### src/rtl/idecode_pkg.sv
// Shared decode definitions: widths, opcode/funct codes, field positions, op classes.
// Used by dec_fields, idecode and the bench.
package idecode_pkg;

  localparam int WORD = 32;
  localparam int ADDR = 32;
  localparam int REGW = 5;

  localparam int OPC_HI = 31;
  localparam int OPC_LO = 26;
  localparam int RS_HI  = 25;
  localparam int RS_LO  = 21;
  localparam int RT_HI  = 20;
  localparam int RT_LO  = 16;
  localparam int RD_HI  = 15;
  localparam int RD_LO  = 11;
  localparam int FN_HI  = 5;
  localparam int FN_LO  = 0;
  localparam int IMM_HI = 15;
  localparam int TGT_HI = 25;

  localparam logic [5:0] OPC_RTYPE = 6'h00;
  localparam logic [5:0] OPC_J     = 6'h02;
  localparam logic [5:0] OPC_BEQ   = 6'h04;
  localparam logic [5:0] OPC_ADDI  = 6'h08;
  localparam logic [5:0] OPC_ANDI  = 6'h0C;
  localparam logic [5:0] OPC_ORI   = 6'h0D;
  localparam logic [5:0] OPC_LW    = 6'h23;
  localparam logic [5:0] OPC_SW    = 6'h2B;

  localparam logic [5:0] FN_ADD = 6'h20;
  localparam logic [5:0] FN_SUB = 6'h22;
  localparam logic [5:0] FN_AND = 6'h24;
  localparam logic [5:0] FN_OR  = 6'h25;
  localparam logic [5:0] FN_SLT = 6'h2A;

  typedef enum logic [3:0] {
    OP_NOP  = 4'd0,
    OP_ALU  = 4'd1,
    OP_ADDI = 4'd2,
    OP_LOGI = 4'd3,
    OP_LW   = 4'd4,
    OP_SW   = 4'd5,
    OP_BEQ  = 4'd6,
    OP_J    = 4'd7
  } op_e;

  typedef struct packed {
    op_e             op;
    logic [REGW-1:0] rs;
    logic [REGW-1:0] rt;
    logic [REGW-1:0] rd;
    logic [WORD-1:0] imm;
    logic            we;
    logic            ld;
    logic            illegal;
  } dec_t;

  // Opcodes whose rt field is a source operand.
  function automatic logic reads_rt(input logic [5:0] opc);
    return (opc == OPC_RTYPE) || (opc == OPC_SW) ||
           (opc == OPC_BEQ);
  endfunction

endpackage

### src/rtl/idecode_fields.sv
// Combinational field split of one instruction word into decode bundle.
// Unknown opcodes or R-type functs flag illegal and decode as OP_NOP.
module dec_fields
  import idecode_pkg::*;
(
  input  logic [WORD-1:0] inst,
  output dec_t            dec
);

  logic [5:0]      opc;
  logic [5:0]      fn;
  logic [WORD-1:0] sx;
  logic [WORD-1:0] zx;
  logic            wcls;

  assign opc = inst[OPC_HI:OPC_LO];
  assign fn  = inst[FN_HI:FN_LO];
  assign sx  = {{(WORD-16){inst[IMM_HI]}}, inst[IMM_HI:0]};
  assign zx  = {{(WORD-16){1'b0}}, inst[IMM_HI:0]};

  // Opcode class, destination and immediate selection.
  always_comb begin
    dec         = '0;
    dec.op      = OP_NOP;
    dec.rs      = inst[RS_HI:RS_LO];
    dec.rt      = inst[RT_HI:RT_LO];
    dec.rd      = inst[RT_HI:RT_LO];
    dec.imm     = sx;
    wcls        = 1'b0;
    unique case (opc)
      OPC_RTYPE: begin
        unique case (fn)
          FN_ADD, FN_SUB, FN_AND, FN_OR, FN_SLT: begin
            dec.op = OP_ALU;
            dec.rd = inst[RD_HI:RD_LO];
            wcls   = 1'b1;
          end
          default: dec.illegal = 1'b1;
        endcase
      end
      OPC_ADDI: begin
        dec.op = OP_ADDI;
        wcls   = 1'b1;
      end
      OPC_ANDI, OPC_ORI: begin
        dec.op  = OP_LOGI;
        dec.imm = zx;
        wcls    = 1'b1;
      end
      OPC_LW: begin
        dec.op = OP_LW;
        dec.ld = 1'b1;
        wcls   = 1'b1;
      end
      OPC_SW:  dec.op = OP_SW;
      OPC_BEQ: dec.op = OP_BEQ;
      OPC_J: begin
        dec.op  = OP_J;
        dec.imm = {{(WORD-26){1'b0}}, inst[TGT_HI:0]};
      end
      default: dec.illegal = 1'b1;
    endcase
    dec.we = wcls && (dec.rd != '0);
  end

endmodule

### src/rtl/idecode.sv
// Decode stage: pipeline register, load-use hazard check, flush/stall priority.
// Optional DEC_ILLEGAL_TRAP_EN: flag illegal encodings and stop accepting until flush.
module idecode
  import idecode_pkg::*;
(
  input  logic            clk,
  input  logic            rst,
  input  logic            v_i,
  input  logic [WORD-1:0] inst_i,
  input  logic [ADDR-1:0] pc_i,
  input  logic            flush_i,
  input  logic            stall_i,
  output logic            stall_o,
  output logic            v_o,
  output logic [ADDR-1:0] pc_o,
  output op_e             op_o,
  output logic [REGW-1:0] rs_o,
  output logic [REGW-1:0] rt_o,
  output logic [REGW-1:0] rd_o,
  output logic [WORD-1:0] imm_o,
  output logic            we_o,
  output logic            ld_o,
  output logic            illegal_o
);

  dec_t dec;
  logic hazard;
  logic sticky;
  logic acc;

  dec_fields u_fields (
    .inst (inst_i),
    .dec  (dec)
  );

  assign hazard = !flush_i && v_o && ld_o && v_i &&
                  (rd_o != '0) &&
                  ((rd_o == inst_i[RS_HI:RS_LO]) ||
                   ((rd_o == inst_i[RT_HI:RT_LO]) &&
                    reads_rt(inst_i[OPC_HI:OPC_LO])));

  assign stall_o = stall_i || hazard;
  assign acc     = v_i && !sticky;

`ifdef DEC_ILLEGAL_TRAP_EN
  // Illegal flag follows the instruction; sticky lock holds until flush.
  always_ff @(posedge clk) begin
    if (rst || flush_i) begin
      sticky    <= 1'b0;
      illegal_o <= 1'b0;
    end else if (stall_i) begin
      sticky    <= sticky;
    end else if (hazard) begin
      illegal_o <= 1'b0;
    end else begin
      illegal_o <= dec.illegal && acc;
      sticky    <= sticky || (dec.illegal && acc);
    end
  end
`else
  assign sticky    = 1'b0;
  assign illegal_o = 1'b0;
`endif

  // Pipeline register: reset > flush > stall > bubble > capture.
  always_ff @(posedge clk) begin
    if (rst) begin
      v_o   <= 1'b0;
      pc_o  <= '0;
      op_o  <= OP_NOP;
      rs_o  <= '0;
      rt_o  <= '0;
      rd_o  <= '0;
      imm_o <= '0;
      we_o  <= 1'b0;
      ld_o  <= 1'b0;
    end else if (flush_i || (!stall_i && hazard)) begin
      v_o  <= 1'b0;
      we_o <= 1'b0;
      ld_o <= 1'b0;
    end else if (!stall_i) begin
      v_o   <= acc;
      pc_o  <= pc_i;
      op_o  <= dec.op;
      rs_o  <= dec.rs;
      rt_o  <= dec.rt;
      rd_o  <= dec.rd;
      imm_o <= dec.imm;
      we_o  <= dec.we && acc;
      ld_o  <= dec.ld && acc;
    end
  end

endmodule

### config.mk
export PLATFORM = sky130hd
export DESIGN_NAME = idecode
export DESIGN_NICKNAME = d
export VERILOG_FILES = /design/src/rtl/idecode_pkg.sv /design/src/rtl/idecode_fields.sv /design/src/rtl/idecode.sv
export SDC_FILE = /design/constraint.sdc
export NUM_CORES = 1
export LEC_CHECK = 0
export CAP_MARGIN = 0
export CORE_MARGIN = 2
export CORE_UTILIZATION = 42
export CTS_CLUSTER_SIZE = 10
export DETAILED_ROUTE_END_ITERATION = 16
export GPL_ROUTABILITY_DRIVEN = 0
export PLACE_DENSITY = 0.8
export SYNTH_ARGS = -nofsm -noshare
export SYNTH_HDL_FRONTEND = slang
export SYNTH_SLANG_ARGS = --single-unit
### constraint.sdc
create_clock -name clk -period 2.1 [get_ports clk]
set_input_delay 0.21 -clock clk [delete_from_list [all_inputs] [get_ports clk]]
set_output_delay 0.21 -clock clk [all_outputs]
set_load 0.01 [all_outputs]
### Word-level counts from Yosys, hierarchy flattened

Index checks and enable logic that the tools add are counted.

| word-level totals | value |
|---|---|
| register bits after elaboration | 86 |
| latch bits | 0 |
| bits in writable memories | 0 |
| bits in read-only memories | 0 |
| input bits | 69 |
| logic and storage cells | 58 |
| memories kept | 0 |

| operators by class | value |
|---|---|
| add/subtract/negate cells | 0 |
| $mul | 0 |
| div/mod/pow operators | 0 |
| magnitude comparators | 0 |
| equal/unequal tests | 14 |
| shift operators | 0 |
| mux-type cells | 8 |
| bitwise operators | 2 |
| reduce and logical (&&, ||, !) cells | 25 |

Operators with widths:

| kind | number |
|---|---|
| $pmux 32 s2 | 1 |
| $eq 6x6->1 const B | 7 |
| $pmux 4 s7 | 1 |
| $eq 6x4->1 const B | 3 |
| $eq 5x5->1 | 2 |
| $logic_and 1x1->1 | 10 |
| $mux 5 | 2 |
| $reduce_bool 5->1 | 2 |
| $eq 6x2->1 const B | 1 |
| $eq 6x3->1 const B | 1 |
| $logic_not 6->1 | 1 |
| $logic_or 1x1->1 | 5 |
| $reduce_or 5->1 | 1 |
| $reduce_or 2->1 | 2 |
| $reduce_or 4->1 | 1 |
| $mux 1 | 3 |
| $logic_not 1->1 | 2 |
| $not 1->1 | 2 |
| $pmux 1 s2 | 1 |
| $reduce_and 2->1 | 1 |

### Depth between registers and ports, before layout

| logic depth | value |
|---|---|
| depth after elaboration | 10 |
| depth in mapped cells | 9 |
| gate-level depth less buffers | 5 |

### Hierarchy

Synthesis repeated with hierarchy kept, for this count alone.

| second synthesis, totals | value |
|---|---|
| cell total of the unflattened synthesis | 502 |
| area, all modules | 4744.6 µm² |

By module, submodules not included:

| module | times used | cells an instance | area each (µm²) |
|---|---|---|---|
| idecode | 1 | 395 | 4018.9 |
| dec_fields | 1 | 107 | 725.7 |

### Least setup slack after synthesis

No wires, ideal clock.

| timing | value |
|---|---|
| path kind | register -> output |
| from | register rd_o[1] |
| to | output stall_o |
| data arrival time | 1852 ps |
| slack | 38 ps |
| stages on the path, launching flop included | 6 |
| cells stage by stage | dfxtp_1 > or4_4 > o21ai_4 > nor4b_4 > clkbuf_1 > or3_1 |

| between the ends | value |
|---|---|
| longest elaborated chain between the ends | 5 |
| elaborated cells on any way between the ends | 8 |
| classes of those cells | 2 x eq/ne; 6 x reduce/logical |

RTL lines:

| item | line | source |
|---|---|---|
| from (decl) | idecode.sv:19 | `output logic [REGW-1:0] rd_o,` |
| from (signal assigned) | idecode.sv:87 | `rd_o <= dec.rd;` |
| $eq 5x5->1 | idecode.sv:39 | `((rd_o == inst_i[RT_HI:RT_LO]) &&` |
| $logic_and 1x1->1 | idecode.sv:39 |  |
| $logic_or 1x1->1 | idecode.sv:38 | `((rd_o == inst_i[RS_HI:RS_LO]) \|\|` |
| $logic_and 1x1->1 * | idecode.sv:37 | `(rd_o != '0) &&` |
| $logic_or 1x1->1 * | idecode.sv:42 | `assign stall_o = stall_i \|\| hazard;` |
| to (decl) | idecode.sv:13 | `output logic stall_o,` |

Every way passes the cells marked *; elsewhere a longest branch is shown, timed or not.

### Final worst setup path

| timing | value |
|---|---|
| from | register rd_o[1] |
| to | register op_o[2] |

| between the ends | value |
|---|---|
| longest elaborated chain between the ends | 8 |
| elaborated cells on any way between the ends | 11 |
| classes of those cells | 2 x eq/ne; 1 x bitwise; 8 x reduce/logical |

RTL lines:

| item | line | source |
|---|---|---|
| $eq 5x5->1 | idecode.sv:39 |  |
| $logic_and 1x1->1 | idecode.sv:39 |  |
| $logic_or 1x1->1 | idecode.sv:38 |  |
| $logic_and 1x1->1 * | idecode.sv:37 |  |
| $logic_and 1x1->1 * | idecode.sv:77 | `end else if (flush_i \|\| (!stall_i && hazard)) begin` |
| $logic_or 1x1->1 * | idecode.sv:77 |  |
| $not 1->1 (no source line) * | - |  |
| $reduce_and 2->1 (no source line) * | - |  |
| to (signal assigned) | idecode.sv:84 | `op_o <= dec.op;` |
| to (decl) | idecode.sv:16 | `output op_e op_o,` |

Marks and branches as above.
A chain may end at the register's enable or synchronous reset.

==> impl_metrics.py <==
metrics = {
    "route": {
        "drtIter0Drc": 195,
        "viasPerCell": 5.626,
        "vias": 4045,
        "antenna_left": 0,
        "drt-wirelength-per-cell_um": 17.02,
        "dr.pass1.iters": 5,
        "drt-total-wl_um": 12240,
        "post-route-drc-count": 0,
    },
    "timing": {
        "slew_headroom_pct": 65.79,
        "timing.setup.tns_ns": -1.365,
        "whs_ns": 0.2313,
        "tightest_slew_ns": 0.5112,
        "fin_crit_ns": 2.281,
        "timing.fmax_mhz": 438.4,
        "rsz0062_at_grt": "true",
        "drv_slew": 0,
        "hold_viol": 0,
        "fin_ws_ns": -0.1811,
        "finalSetupViolations": 28,
        "period_share_pct": 108.6,
        "fin_skew_ns": 0.005941,
    },
    "synth": {
        "yosys.area.top_type": "dfxtp_1",
        "synth-async-reset-ratio_pct": 0,
        "synth_edf_count": 0,
        "synth_top_area_share_pct": 44.05,
        "yosys_warnings": 0,
        "ys_seq_elements": 80,
        "syn_area_um2": 3636,
        "syn_area_per_cell_um2": 8.359,
        "yosys_most_used_dff": "dfxtp_1",
        "synth_area_leaders": "dfxtp_1 (44%), a21oi_1 (11%), o21ai_0 (8.4%)",
        "yosysMostFrequentCell": "dfxtp_1",
        "synth_cell_type_count": 46,
        "synthCells": 435,
        "synth_top_cells_by_count": "dfxtp_1 (80), a21oi_1 (79), o21ai_0 (61), nand3_1 (59), clkbuf_1 (23)",
        "yosysSeqAreaShare_pct": 44.05,
    },
    "layout": {
        "n_antenna_cell": 0,
        "final_layout_size_suffix_gt1_share_pct": 18.08,
        "design_area_um2": 5961,
        "ff_latch_area_um2": 1603,
        "n_fill_cell": 629,
        "multi_input_comb_area_um2": 1888,
        "nNetsFinal": 678,
        "syn_to_final_growth_pct": 63.94,
    },
    "power": {
        "pwr-share-seq_pct": 46.8,
        "power.clock.fraction_pct": 32.7,
        "sw_frac_of_total_pct": 26.16,
        "combPwrFrac_pct": 20.5,
        "p_int_mw": 2.568,
        "power_density_nw_per_um2": 583.5,
        "p_leak_nw": 2.183,
        "peakVddDrop_uv": 500.6,
        "p_switching_uw": 909.9,
    },
    "clocking": {
        "cts_buffers": 9,
        "clkSlewWorstSetupHoldPaths_ns": 0.08,
        "root_buffer": "clkbuf_8",
        "cts_tree": "done",
        "clkLatencyLatePin_ns": 0.35,
        "htreeDepth": 3,
        "cts_buffer_depth": 2,
        "clock_sinks": 80,
        "cts_hold_buf": 0,
    },
    "outcome": {
        "status": "finished, violations left",
        "violations": "negative setup slack",
    },
    "global_route": {
        "antenna_found_initial": 0,
        "grt_overflow": 0,
        "grt_pass1_vias": 3898,
        "globalRouteTotalUtil_pct": 24.10,
        "grt_pass1_wl_um": 18990,
        "grt_max_degree": 45,
    },
    "placement": {
        "port_buffers": 154,
        "dp.final_hpwl_um": 8284,
        "place_area_um2": 5424,
    },
    "setup_path": {
        "critPathCaptureType": "flip-flop",
        "criticalPathCategory": "flip-flop to flip-flop",
        "cp_max_fo": 4,
        "cp-start-kind": "flip-flop",
        "crit_required_ns": 2.38,
        "cp_data_arrival_time_ns": 2.56,
    },
    "floorplanning": {
        "fp.dieH_um": 97.05,
        "num_rows": 33,
        "die-area_um2": 9418,
        "io_pins": 157,
        "fp.dieW_um": 97.05,
        "core_area_um2": 8299,
        "start_util_pct": 43.81,
    },
    "min_path": {
        "hold_class": "input port to flip-flop",
    },
    "flow_run": {
        "cap_violations": 0,
    },
}
-- placed cells by master, fill, tap and decap left out, types with 8 or more instances in the layout --
cell and n:
o211ai_1 10, nor2_1 9, buf_4 45, o21ai_2 14, o21ai_0 40, nand3_1 54
o21ai_1 18, clkbuf_8 10, nand2_1 10, clkdlybuf4s50_1 151, dfxtp_1 79, xnor2_1 8
a21oi_1 74
-- critical path, cell delays in order (launching register included) --
cell and delay (ns):
dfxtp_2 0.33, or4_4 0.54, o21ai_4 0.22, buf_6 0.14, o41ai_4 0.08, buf_4 0.18
buf_12 0.12, or4_1 0.47, a21oi_1 0.13
-- metal layers --
layer,track usage (%),routed length [um]
met2,41.29,6023
met4,5.417,134
met3,7.442,953
met1,29.71,5127
met5,0,0
-- worst paths after layout --
path	slack [ns]	start	depth (start not counted)	to
setup / recovery	-0.18	rd_o[1]$_SDFFE_PP0P_	8	op_o[2]$_SDFFE_PP0P_
setup reg to reg	-0.18	rd_o[1]$_SDFFE_PP0P_	8	op_o[2]$_SDFFE_PP0P_
hold reg to reg	0.46	op_o[1]$_SDFFE_PP0P_	2	op_o[1]$_SDFFE_PP0P_
hold / removal	0.23	rst	4	op_o[1]$_SDFFE_PP0P_
-- state kept, by name, summed over array words and instances, names as in the netlist --
name,flops
we_o,1
ld_o,1
rt_o,5
imm_o,27
op_o,3
rd_o,5
rs_o,5
v_o,1
pc_o,32
-- per-stage QoR --
stage	setup WS [ns]	cells	utilization, %	power (mW)
final	-0.1811	719	71.82	3.478
after global placement	-0.3338	693	65.35	2.300
after detailed placement	-0.3860	693	65.35	2.316
after floorplan	0.03818	436	-	1.922
after CTS	-0.1759	712	68.45	3.453
after global routing	-0.2233	719	71.82	3.608
-- logic make-up (layout without fill, tap and decap cells) --
kind of cell / after synthesis / in the layout / share of synthesized area, %
compound gates: 180 / 180 / 27.94
simple gates: 104 / 104 / 15.80
flops: 80 / 80 / 44.05
buf+inv: 53 / 231 / 7.811
xor+xnor: 11 / 11 / 2.650
mux: 6 / 6 / 1.652
other cells: 1 / 2 / 0.1031
-- area by class of cell --
class                      instances  area share, %
clock buffer                      11          2.372
tap                              105          2.204
timing repair buffer             213          35.79
multi-input combinational        303          31.68
inverter                           2         0.1259
clock inverter                     5         0.9446
sequential                        80          26.89
-- power groups by stage --
stage                     logic [mW]  registers, mW  clock network, mW
after floorplan                0.230           1.69                  0
after global routing           0.766           1.63               1.21
after global placement         0.646           1.65                  0
final                          0.715           1.63               1.14
after CTS                      0.675           1.62               1.15
after detailed placement       0.658           1.66                  0
-- repair_timing --
action | 4_1_cts | 5_1_grt
endpoints found under the setup margin | 62 | 81
cloned | 1 | 2
pin swaps | 3 | 9
buffers inserted | 2 | 5
gates resized for setup | 12 | 64
Note: power is estimated with default switching activity, not from simulation.
